**config.mk**
```make
export PLATFORM = sky130hd
export DESIGN_NAME = capture_fifo
export DESIGN_NICKNAME = d
export VERILOG_FILES = /design/src/rtl/capture_fifo.sv
export SDC_FILE = /design/constraint.sdc
export NUM_CORES = 1
export LEC_CHECK = 0
export BUFFER_PORTS_ARGS = -buffer_cell sky130_fd_sc_hd__buf_2
export CAP_MARGIN = 20
export CELL_PAD_IN_SITES_DETAIL_PLACEMENT = 0
export CELL_PAD_IN_SITES_GLOBAL_PLACEMENT = 1
export CORE_UTILIZATION = 29
export DETAILED_ROUTE_END_ITERATION = 8
export PLACE_DENSITY = 0.55
export SLEW_MARGIN = 20
export SYNTH_ARGS = -nofsm -noshare
export SYNTH_HDL_FRONTEND = slang
export SYNTH_SLANG_ARGS = --single-unit
```
**constraint.sdc**
```tcl
create_clock -name clk -period 4.55 [get_ports clk]
set_input_delay 0.2275 -clock clk [delete_from_list [all_inputs] [get_ports clk]]
set_output_delay 0.2275 -clock clk [all_outputs]
set_load 0.02 [all_outputs]
```
**src/rtl/capture_fifo.sv**
```systemverilog
// capture_fifo: queues timer captures in a DEPTH-entry FIFO behind a 4-register bus window,
// with sticky over/underflow flags, a saturating drop counter and a registered level interrupt.
module capture_fifo #(
  parameter int DEPTH = 8,
  parameter int DW    = 32
) (
  input  logic          clk,
  input  logic          reset,
  input  logic          cap_valid,
  input  logic [DW-1:0] cap_data,
  output logic          cap_ren,
  input  logic          ren,
  input  logic          wen,
  input  logic [1:0]    add,
  input  logic [31:0]   wdata,
  output logic [31:0]   rdata,
  output logic          irq
);
  localparam int AW = $clog2(DEPTH);
  localparam int CW = AW + 1;

  logic [DW-1:0] r_mem [DEPTH];
  logic [AW-1:0] r_head, r_tail;
  logic [CW-1:0] r_count;
  logic          r_cap_d, r_rd_d, r_en, r_irq_en, r_ovf, r_unf, r_irq;
  logic [7:0]    r_thr;
  logic [15:0]   r_drop;
  logic [31:0]   r_rdata;

  logic        w_empty, w_full, w_push_ev, w_pop_ev, w_do_push, w_do_pop, w_drop;
  logic        w_ctrl_wr, w_clr, w_fclr_wr, w_rd_upd, w_unused;
  logic [31:0] w_status, w_ctrl, w_rd_mux;

  assign w_empty   = r_count == '0;
  assign w_full    = r_count == CW'(DEPTH);
  assign w_push_ev = r_en & cap_valid & ~r_cap_d;
  // a held DATA read pops only on its first cycle
  assign w_pop_ev  = ren & (add == 2'd0) & ~r_rd_d;
  assign w_do_pop  = w_pop_ev & ~w_empty;
  assign w_do_push = w_push_ev & (~w_full | w_do_pop);
  assign w_drop    = w_push_ev & ~w_do_push;
  assign w_ctrl_wr = wen & (add == 2'd2);
  assign w_clr     = w_ctrl_wr & wdata[2];
  assign w_fclr_wr = wen & (add == 2'd3);
  assign w_rd_upd  = ren & ((add != 2'd0) | w_pop_ev);
  assign w_status  = {r_drop, 8'(r_count), 4'b0, r_unf, r_ovf, w_full, w_empty};
  assign w_ctrl    = {16'b0, r_thr, 6'b0, r_irq_en, r_en};
  assign w_unused  = &{1'b0, wdata[31:16], wdata[7:4]};

  always_comb begin
    w_rd_mux = add == 2'd0 ? (w_do_pop ? 32'(r_mem[r_head]) : 32'd0) :
               add == 2'd1 ? w_status :
               add == 2'd2 ? w_ctrl : 32'd0;
  end

  always_ff @(posedge clk)
    if (w_do_push) r_mem[r_tail] <= cap_data;

  always_ff @(posedge clk or negedge reset) begin
    if (!reset) begin
      r_head   <= '0;
      r_tail   <= '0;
      r_count  <= '0;
      r_cap_d  <= 1'b0;
      r_rd_d   <= 1'b0;
      r_en     <= 1'b0;
      r_irq_en <= 1'b0;
      r_thr    <= '0;
      r_ovf    <= 1'b0;
      r_unf    <= 1'b0;
      r_drop   <= '0;
      r_rdata  <= '0;
      r_irq    <= 1'b0;
    end else begin
      r_cap_d <= cap_valid;
      r_rd_d  <= ren & (add == 2'd0);
      if (w_rd_upd) r_rdata <= w_rd_mux;
      r_irq <= r_irq_en & (r_ovf | ((r_thr != 8'd0) & (8'(r_count) >= r_thr)));
      if (w_ctrl_wr) {r_thr, r_irq_en, r_en} <= {wdata[15:8], wdata[1:0]};
      if (w_clr) begin
        r_head  <= '0;
        r_tail  <= '0;
        r_count <= '0;
        r_ovf   <= 1'b0;
        r_unf   <= 1'b0;
        r_drop  <= '0;
      end else begin
        if (w_do_push) r_tail <= r_tail + AW'(1);
        if (w_do_pop) r_head <= r_head + AW'(1);
        r_count <= r_count + CW'(w_do_push) - CW'(w_do_pop);
        // set beats a coincident FLAGS_CLR write
        r_ovf <= w_drop | (r_ovf & ~(w_fclr_wr & wdata[2]));
        r_unf <= (w_pop_ev & w_empty) | (r_unf & ~(w_fclr_wr & wdata[3]));
        if (w_drop & ~&r_drop) r_drop <= r_drop + 16'd1;
      end
    end
  end

  assign cap_ren = w_push_ev;
  assign rdata   = r_rdata;
  assign irq     = r_irq;
endmodule
```
==> flow_metrics.env, run 1 <==
export IMPL_intPower_mw=5.97
export IMPL_drc=0
export IMPL_period_needed_ns=3.22
export IMPL_yosysSeqAreaShare_pct=72.0
export IMPL_fin_ws_ns=1.33
export IMPL_core_sq_um=44600
export IMPL_cts_path_max_buffers=3
export IMPL_yosys_most_used_dff="edfxtp_1"
export IMPL_synthCells=768
export IMPL_peakVddDrop_mv=0.244
export IMPL_comb_power_share_pct=18.9
export IMPL_seqPwrFrac_pct=45.5
export IMPL_relSlewSlack_pct=25.2
export IMPL_antenna_left=0
export IMPL_vias=7188
export IMPL_cts_htree_levels=2
export IMPL_clkTransAtPathRegs_ns=0.06
export IMPL_ios=105
export IMPL_drt_first_iter_violations=567
export IMPL_holdWs_ns=0.0261
export IMPL_tightestPinTransition_ns=1.12
export IMPL_port_buffers=84
export IMPL_synth_edf_count=256
export IMPL_antenna_found_initial=3
export IMPL_utilization_pct=35.9
export IMPL_clock_fmax_ghz=0.311
export IMPL_syn_nets=852
export IMPL_async_flop_share_pct=22.2
export IMPL_ys_ff_latch=329
export IMPL_finalWirelength_mm=30.6
export IMPL_grt_max_degree=49
export IMPL_synth_avg_cell_area_sq_um=17.2
export IMPL_hold_viol=0
export IMPL_drv_cap=0
export IMPL_slew_viol_final=0
export IMPL_synth_cell_type_count=57
export IMPL_grt_pass1_wl_mm=47.2
export IMPL_dieWidth_um=216
export IMPL_grt_overflow=0
export IMPL_crit_type="primary input to flip-flop"
export IMPL_final_setup_viol_count=0
export IMPL_cts_made_buffers=37
export IMPL_leakagePower_nw=5.67
export IMPL_hold_start="wen"
export IMPL_wl_per_cell_um=19.9
export IMPL_min_delay_path_class="primary input to flip-flop"
export IMPL_setup_tns_final_ns=0
export IMPL_switching_share_pct=27.3
export IMPL_layout_cells_most_common="edfxtp_1"
export IMPL_syn_cell_area_sq_um=13200
export IMPL_crit_arrival_ns=3.45
export IMPL_routabilityCongestion=0.721
export IMPL_critical_path_required_ns=4.78
export IMPL_final_layout_size_suffix_gt1_share_pct=27.5
export IMPL_avgViaCountPerCell=4.69
export IMPL_cts_sinks=329
export IMPL_initial_core_util_pct=29.6
export IMPL_startpoint_type="primary input"
export IMPL_row_count=77
export IMPL_worstPathMaxFanout=31
export IMPL_dieArea_sq_um=46500
export IMPL_run_status="finished, final reports clean"
export IMPL_final_cell_mix="256 x edfxtp_1, 83 x buf_2, 71 x dfrtp_1"
export IMPL_grt_util_all_layers_pct=13.5
export IMPL_post_dp_hpwl_mm=18.3
export IMPL_fin_nets=998
export IMPL_ys_warn_count=0
export IMPL_powerDensity_nw_per_um2=512
export IMPL_grt_pass1_vias=7574
export IMPL_cts_tree="yes"
export IMPL_cp_startpoint="add[0]"
export IMPL_place_ws_ns=1.28
export IMPL_die_h_um=216
export IMPL_post_cts_setup_buffer_count=0
export IMPL_syn2layout_area_growth_pct=21.2
export IMPL_p_sw_mw=2.24
export IMPL_r2r_start="r_rd_d"
export IMPL_clk_latency_ns=0.53
export IMPL_fin_skew_ns=0.0171
export IMPL_end_kind="flip-flop"
export IMPL_clkPwrFrac_pct=35.6
export IMPL_fin_crit_sh_pct=70.8
export IMPL_rsz0062_at_grt="false"
export IMPL_clockRootBuffer="clkbuf_16"
export IMPL_dr_pass1_iters=5
==> worst max-delay path: stages <==
cell	delay, ns
dlygate4sd3_1	0.53
buf_2	0.16
or4b_4	0.56
or2_4	0.49
a21boi_4	0.25
nand2_1	0.23
nor2_4	0.67
buf_4	0.31
==> power groups by stage <==
| stage | Combinational, mW | Clock, mW | Sequential (mW) |
|---|---|---|---|
| floorplan | 1.21 | 0 | 3.67 |
| global placement | 1.54 | 0 | 3.81 |
| detailed placement | 1.55 | 0 | 3.82 |
| CTS | 1.59 | 3.01 | 3.76 |
| global route | 1.71 | 3.13 | 3.79 |
| finish | 1.55 | 2.92 | 3.74 |
==> repair_timing <==
action	4_1_cts	5_1_grt
hold buffers	46	0
resized for setup	0	0
hold endpoints to repair	309	0
==> logic make-up (layout without fill, tap and decap cells) <==
kind of cell | count (synthesis) | after routing | synth area share (%)
xor+xnor | 13 | 13 | 0.861
mux | 89 | 89 | 12.9
buf+inv | 52 | 225 | 1.78
other cells | 0 | 1 | 0
compound gates | 113 | 113 | 5.46
simple gates | 159 | 159 | 5.75
flops | 329 | 329 | 72.0
fa+ha+maj | 13 | 13 | 1.29
==> state kept, by name, indices dropped and copies added, names as in the netlist <==
register / cells
r_rd_d: 1
r_ovf: 1
r_head: 3
rdata: 32
r_unf: 1
r_en: 1
r_mem: 256
r_tail: 3
r_count: 4
r_drop: 16
r_cap_d: 1
irq: 1
r_thr: 8
r_irq_en: 1
==> routing by layer <==
layer | routed length, um | global-route usage (%)
met5 | 22 | 0
met4 | 554 | 3.38
met3 | 1390 | 2.96
met2 | 13900 | 20.7
met1 | 14700 | 19.2
==> cell usage after synthesis (all sizes together), types with 9 or more instances <==
master    n  area (sq um)
ha       12           150
inv      13          48.8
mux2i    13           130
xnor2    12           105
nor2     47           195
buf      20           115
o21ai    25           125
mux2     12           135
nand3     9          45.0
dfrtp    73          1830
edfxtp  256          7690
clkbuf   19          71.3
nand2    65           244
mux4     64          1440
a21oi    54           278
==> path summary, 6_finish.rpt <==
check,cells past startpoint,endpoint,slack [ns]
max,8,r_mem[7][11],1.33
min,4,r_ovf,0.03
max reg2reg,6,r_mem[7][11],1.38
min reg2reg,2,rdata[25],0.48
max in group asynchronous,3,r_head[0],3.35
min in group asynchronous,2,rdata[21],0.28
==> stage by stage <==
stage	total power, mW	cells	area (sq um)
finish	8.21	1534	16000
global route	8.63	1534	16000
CTS	8.36	1533	16000
detailed placement	5.37	1421	14400
global placement	5.36	1421	14400
floorplan	4.88	768	13200
==> area by class of cell <==
class	count	area [sq um]
Multi-Input combinational cell	387	3540
Tap cell	592	741
Antenna cell	1	2.50
Clock inverter	22	213
Inverter	13	48.8
Timing Repair Buffer	146	1000
Sequential cell	329	9520
Clock buffer	44	962
Fill cell	4267	28600
Note: power is estimated with default switching activity, not from simulation.
==> run 2, diff against run 1 <==
--- a/config.mk
+++ b/config.mk
@@ -5,13 +5,14 @@
 export SDC_FILE = /design/constraint.sdc
 export NUM_CORES = 1
 export LEC_CHECK = 0
+export ABC_AREA = 1
 export BUFFER_PORTS_ARGS = -buffer_cell sky130_fd_sc_hd__buf_2
 export CAP_MARGIN = 20
 export CELL_PAD_IN_SITES_DETAIL_PLACEMENT = 0
 export CELL_PAD_IN_SITES_GLOBAL_PLACEMENT = 1
 export CORE_UTILIZATION = 29
 export DETAILED_ROUTE_END_ITERATION = 8
-export PLACE_DENSITY = 0.55
+export PLACE_DENSITY = 0.6
 export SLEW_MARGIN = 20
 export SYNTH_ARGS = -nofsm -noshare
 export SYNTH_HDL_FRONTEND = slang
==> constraint.sdc (replaced) <==
create_clock -name clk -period 2.8 [get_ports clk]
set_input_delay 0.14 -clock clk [delete_from_list [all_inputs] [get_ports clk]]
set_output_delay 0.14 -clock clk [all_outputs]
set_load 0.02 [all_outputs]
==> flow_metrics.env, run 2 <==
export IMPL_post_dp_hpwl_mm=22.5
export IMPL_ios=105
export IMPL_grt_max_degree=130
export IMPL_final_cell_mix="315 x nand2_1, 256 x edfxtp_1, 165 x nor2_1"
export IMPL_yosys_most_used_dff="edfxtp_1"
export IMPL_critical_path_required_ns=2.98
export IMPL_crit_arrival_ns=2.62
export IMPL_dieArea_sq_um=49400
export IMPL_synth_edf_count=256
export IMPL_clkTransAtPathRegs_ns=0.06
export IMPL_antenna_found_initial=4
export IMPL_cts_path_max_buffers=3
export IMPL_end_kind="flip-flop"
export IMPL_met3_usage_pct=2.70
export IMPL_synthTopCellsByArea="edfxtp_1 55%, dfrtp_1 13%, nand2_1 8.4%"
export IMPL_top_usage_layer="met2"
export IMPL_powerDensity_nw_per_um2=830
export IMPL_min_to="r_ovf"
export IMPL_clk_latency_ns=0.52
export IMPL_synthCells=1304
export IMPL_initial_core_util_pct=29.4
export IMPL_ys_ff_latch=329
export IMPL_core_sq_um=47800
export IMPL_antenna_left=0
export IMPL_period_needed_ns=2.44
export IMPL_layout_cells_most_common="nand2_1"
export IMPL_cts_htree_levels=2
export IMPL_fin_skew_ns=0.0180
export IMPL_use_met1_pct=20.7
export IMPL_r2r_start="r_count[3]"
export IMPL_relSlewSlack_pct=53.0
export IMPL_grt_pass1_vias=9487
export IMPL_crit_type="flip-flop to flip-flop"
export IMPL_routabilityCongestion=0.774
export IMPL_leakagePower_nw=6.64
export IMPL_cts_made_buffers=37
export IMPL_cp_cell_sequence="inv_1 > ha_1 > nand3_2 > clkinv_1 > nor2_4 > nor2_4 > nor2_4 > nand2_1 > nor2_4 > buf_4"
export IMPL_vias=9523
export IMPL_whs_path_depth=6
export IMPL_drc=0
export IMPL_grt_util_all_layers_pct=15.1
export IMPL_post_cts_setup_buffer_count=0
export IMPL_finalWirelength_mm=36.7
export IMPL_avgViaCountPerCell=4.56
export IMPL_synth_cell_type_count=36
export IMPL_reg2reg_setup_slack_ns=0.36
export IMPL_holdBufCountCts=49
export IMPL_die_h_um=222
export IMPL_tightestPinTransition_ns=0.705
export IMPL_fillers=4727
export IMPL_syn2layout_area_growth_pct=21.1
export IMPL_cts_sinks=329
export IMPL_cpMostUsedCell="nor2_4"
export IMPL_utilization_pct=35.7
export IMPL_run_status="finished, final reports clean"
export IMPL_ys_warn_count=0
export IMPL_grt_met2_usage_pct=25.0
export IMPL_synthMostInstantiatedCell="nand2_1"
export IMPL_worstReg2RegEnd="r_mem[6][15]"
export IMPL_min_delay_path_class="primary input to flip-flop"
export IMPL_yosys_area_top_type="edfxtp_1"
export IMPL_hold_start="wen"
export IMPL_cts_resized=0
export IMPL_syn_cell_area_sq_um=14100
export IMPL_syn_nets=1388
export IMPL_grt_pass1_wl_mm=57.4
export IMPL_grt_overflow=0
export IMPL_dr_pass1_iters=4
export IMPL_yosysSeqAreaShare_pct=67.6
export IMPL_row_count=80
export IMPL_clockRootBuffer="clkbuf_16"
export IMPL_final_setup_viol_count=0
export IMPL_startpoint_type="flip-flop"
export IMPL_drv_cap=0
export IMPL_slew_viol_final=0
export IMPL_cpPeakStageDelay_ns=0.39
export IMPL_final_cell_area_sq_um=17100
export IMPL_holdWs_ns=0.0642
export IMPL_cp_startpoint="r_count[3]"
export IMPL_fin_ws_ns=0.358
export IMPL_cts_tree="yes"
export IMPL_fin_nets=1528
export IMPL_synth_avg_cell_area_sq_um=10.8
export IMPL_placed_cell_area_sq_um=15400
export IMPL_hold_viol=0
export IMPL_async_flop_share_pct=22.2
export IMPL_final_layout_size_suffix_gt1_share_pct=15.0
export IMPL_synth_top_area_share_pct=54.6
export IMPL_top_register="r_mem"
export IMPL_worst_r2r_cell_count=10
export IMPL_dieWidth_um=222
export IMPL_synth_commonest_cells="315 x nand2_1, 256 x edfxtp_1, 173 x nor2_1"
export IMPL_place_ws_ns=0.374
export IMPL_worstPathMaxFanout=21
export IMPL_port_buffers=84
export IMPL_largest_reg_flops=256
export IMPL_drt_first_iter_violations=802
export IMPL_wl_per_cell_um=17.6
export IMPL_peakVddDrop_mv=0.383
export IMPL_cpMaxStageDelayCell="dfrtp_1"
export IMPL_rsz0062_at_grt="false"
export IMPL_finalPower_mw=14.2
export IMPL_fin_crit_sh_pct=87.2
export IMPL_clock_fmax_ghz=0.409
## run 2: cell families (layout without fill, tap and decap cells)
group / after synthesis / count (layout) / synth area share [%]
simple gates: 673 / 673 / 20.9
flops: 329 / 329 / 67.6
compound gates: 157 / 157 / 5.83
buf+inv: 123 / 290 / 3.97
fa+ha+maj: 13 / 13 / 1.21
xor+xnor: 9 / 9 / 0.560
other cells: 0 / 3 / 0
## run 2: how the worst max path moves through the flow
stage | endpoint | slack [ns] | cells after the start
finish | r_mem[6][15] | 0.36 | 10
floorplan | r_mem[0][0] | -0.27 | 9
detailed placement | r_mem[6][11] | 0.37 | 10
global placement | r_mem[6][11] | 0.40 | 10
global route | r_mem[4][2] | 0.21 | 10
CTS | r_mem[6][15] | 0.35 | 10
## run 2: worst max-delay path, delay by kind of cell, from the launching register on
family                   cells  cell delay (ns)
adder cells (fa/ha/maj)      1             0.20
buffers and inverters        3             0.57
flip-flops                   1             0.39
AND/OR/NAND/NOR              6             0.92
## run 2: stage by stage
step,TNS (ns),cells
after floorplan,-69.50,1304
after global placement,0,1971
after detailed placement,0,1971
after CTS,0,2086
after global routing,0,2087
final,0,2089
## run 2: cell type report
class | count | area [sq um] | area share, %
Timing Repair Buffer | 167 | 1280 | 7.51
Multi-Input combinational cell | 852 | 4070 | 23.9
Inverter | 57 | 215 | 1.26
Tap cell | 615 | 769 | 4.51
Clock inverter | 18 | 113 | 0.660
Clock buffer | 48 | 1080 | 6.35
Antenna cell | 3 | 7.51 | 0.0440
Sequential cell | 329 | 9520 | 55.8
## run 2: where the power goes
part           switching, mW  leakage (nW)  internal, mW
Sequential             0.182          3.24          5.61
Combinational           2.49          2.81          1.14
Clock                   1.92         0.585          2.82
## run 2: metal layers
layer | up-vias | part of all wire [%]
met2 | 170 | 47
li1 | 4734 | -
met3 | 44 | 4.6
met5 | - | 0.027
met4 | 2 | 1.5
met1 | 4573 | 47
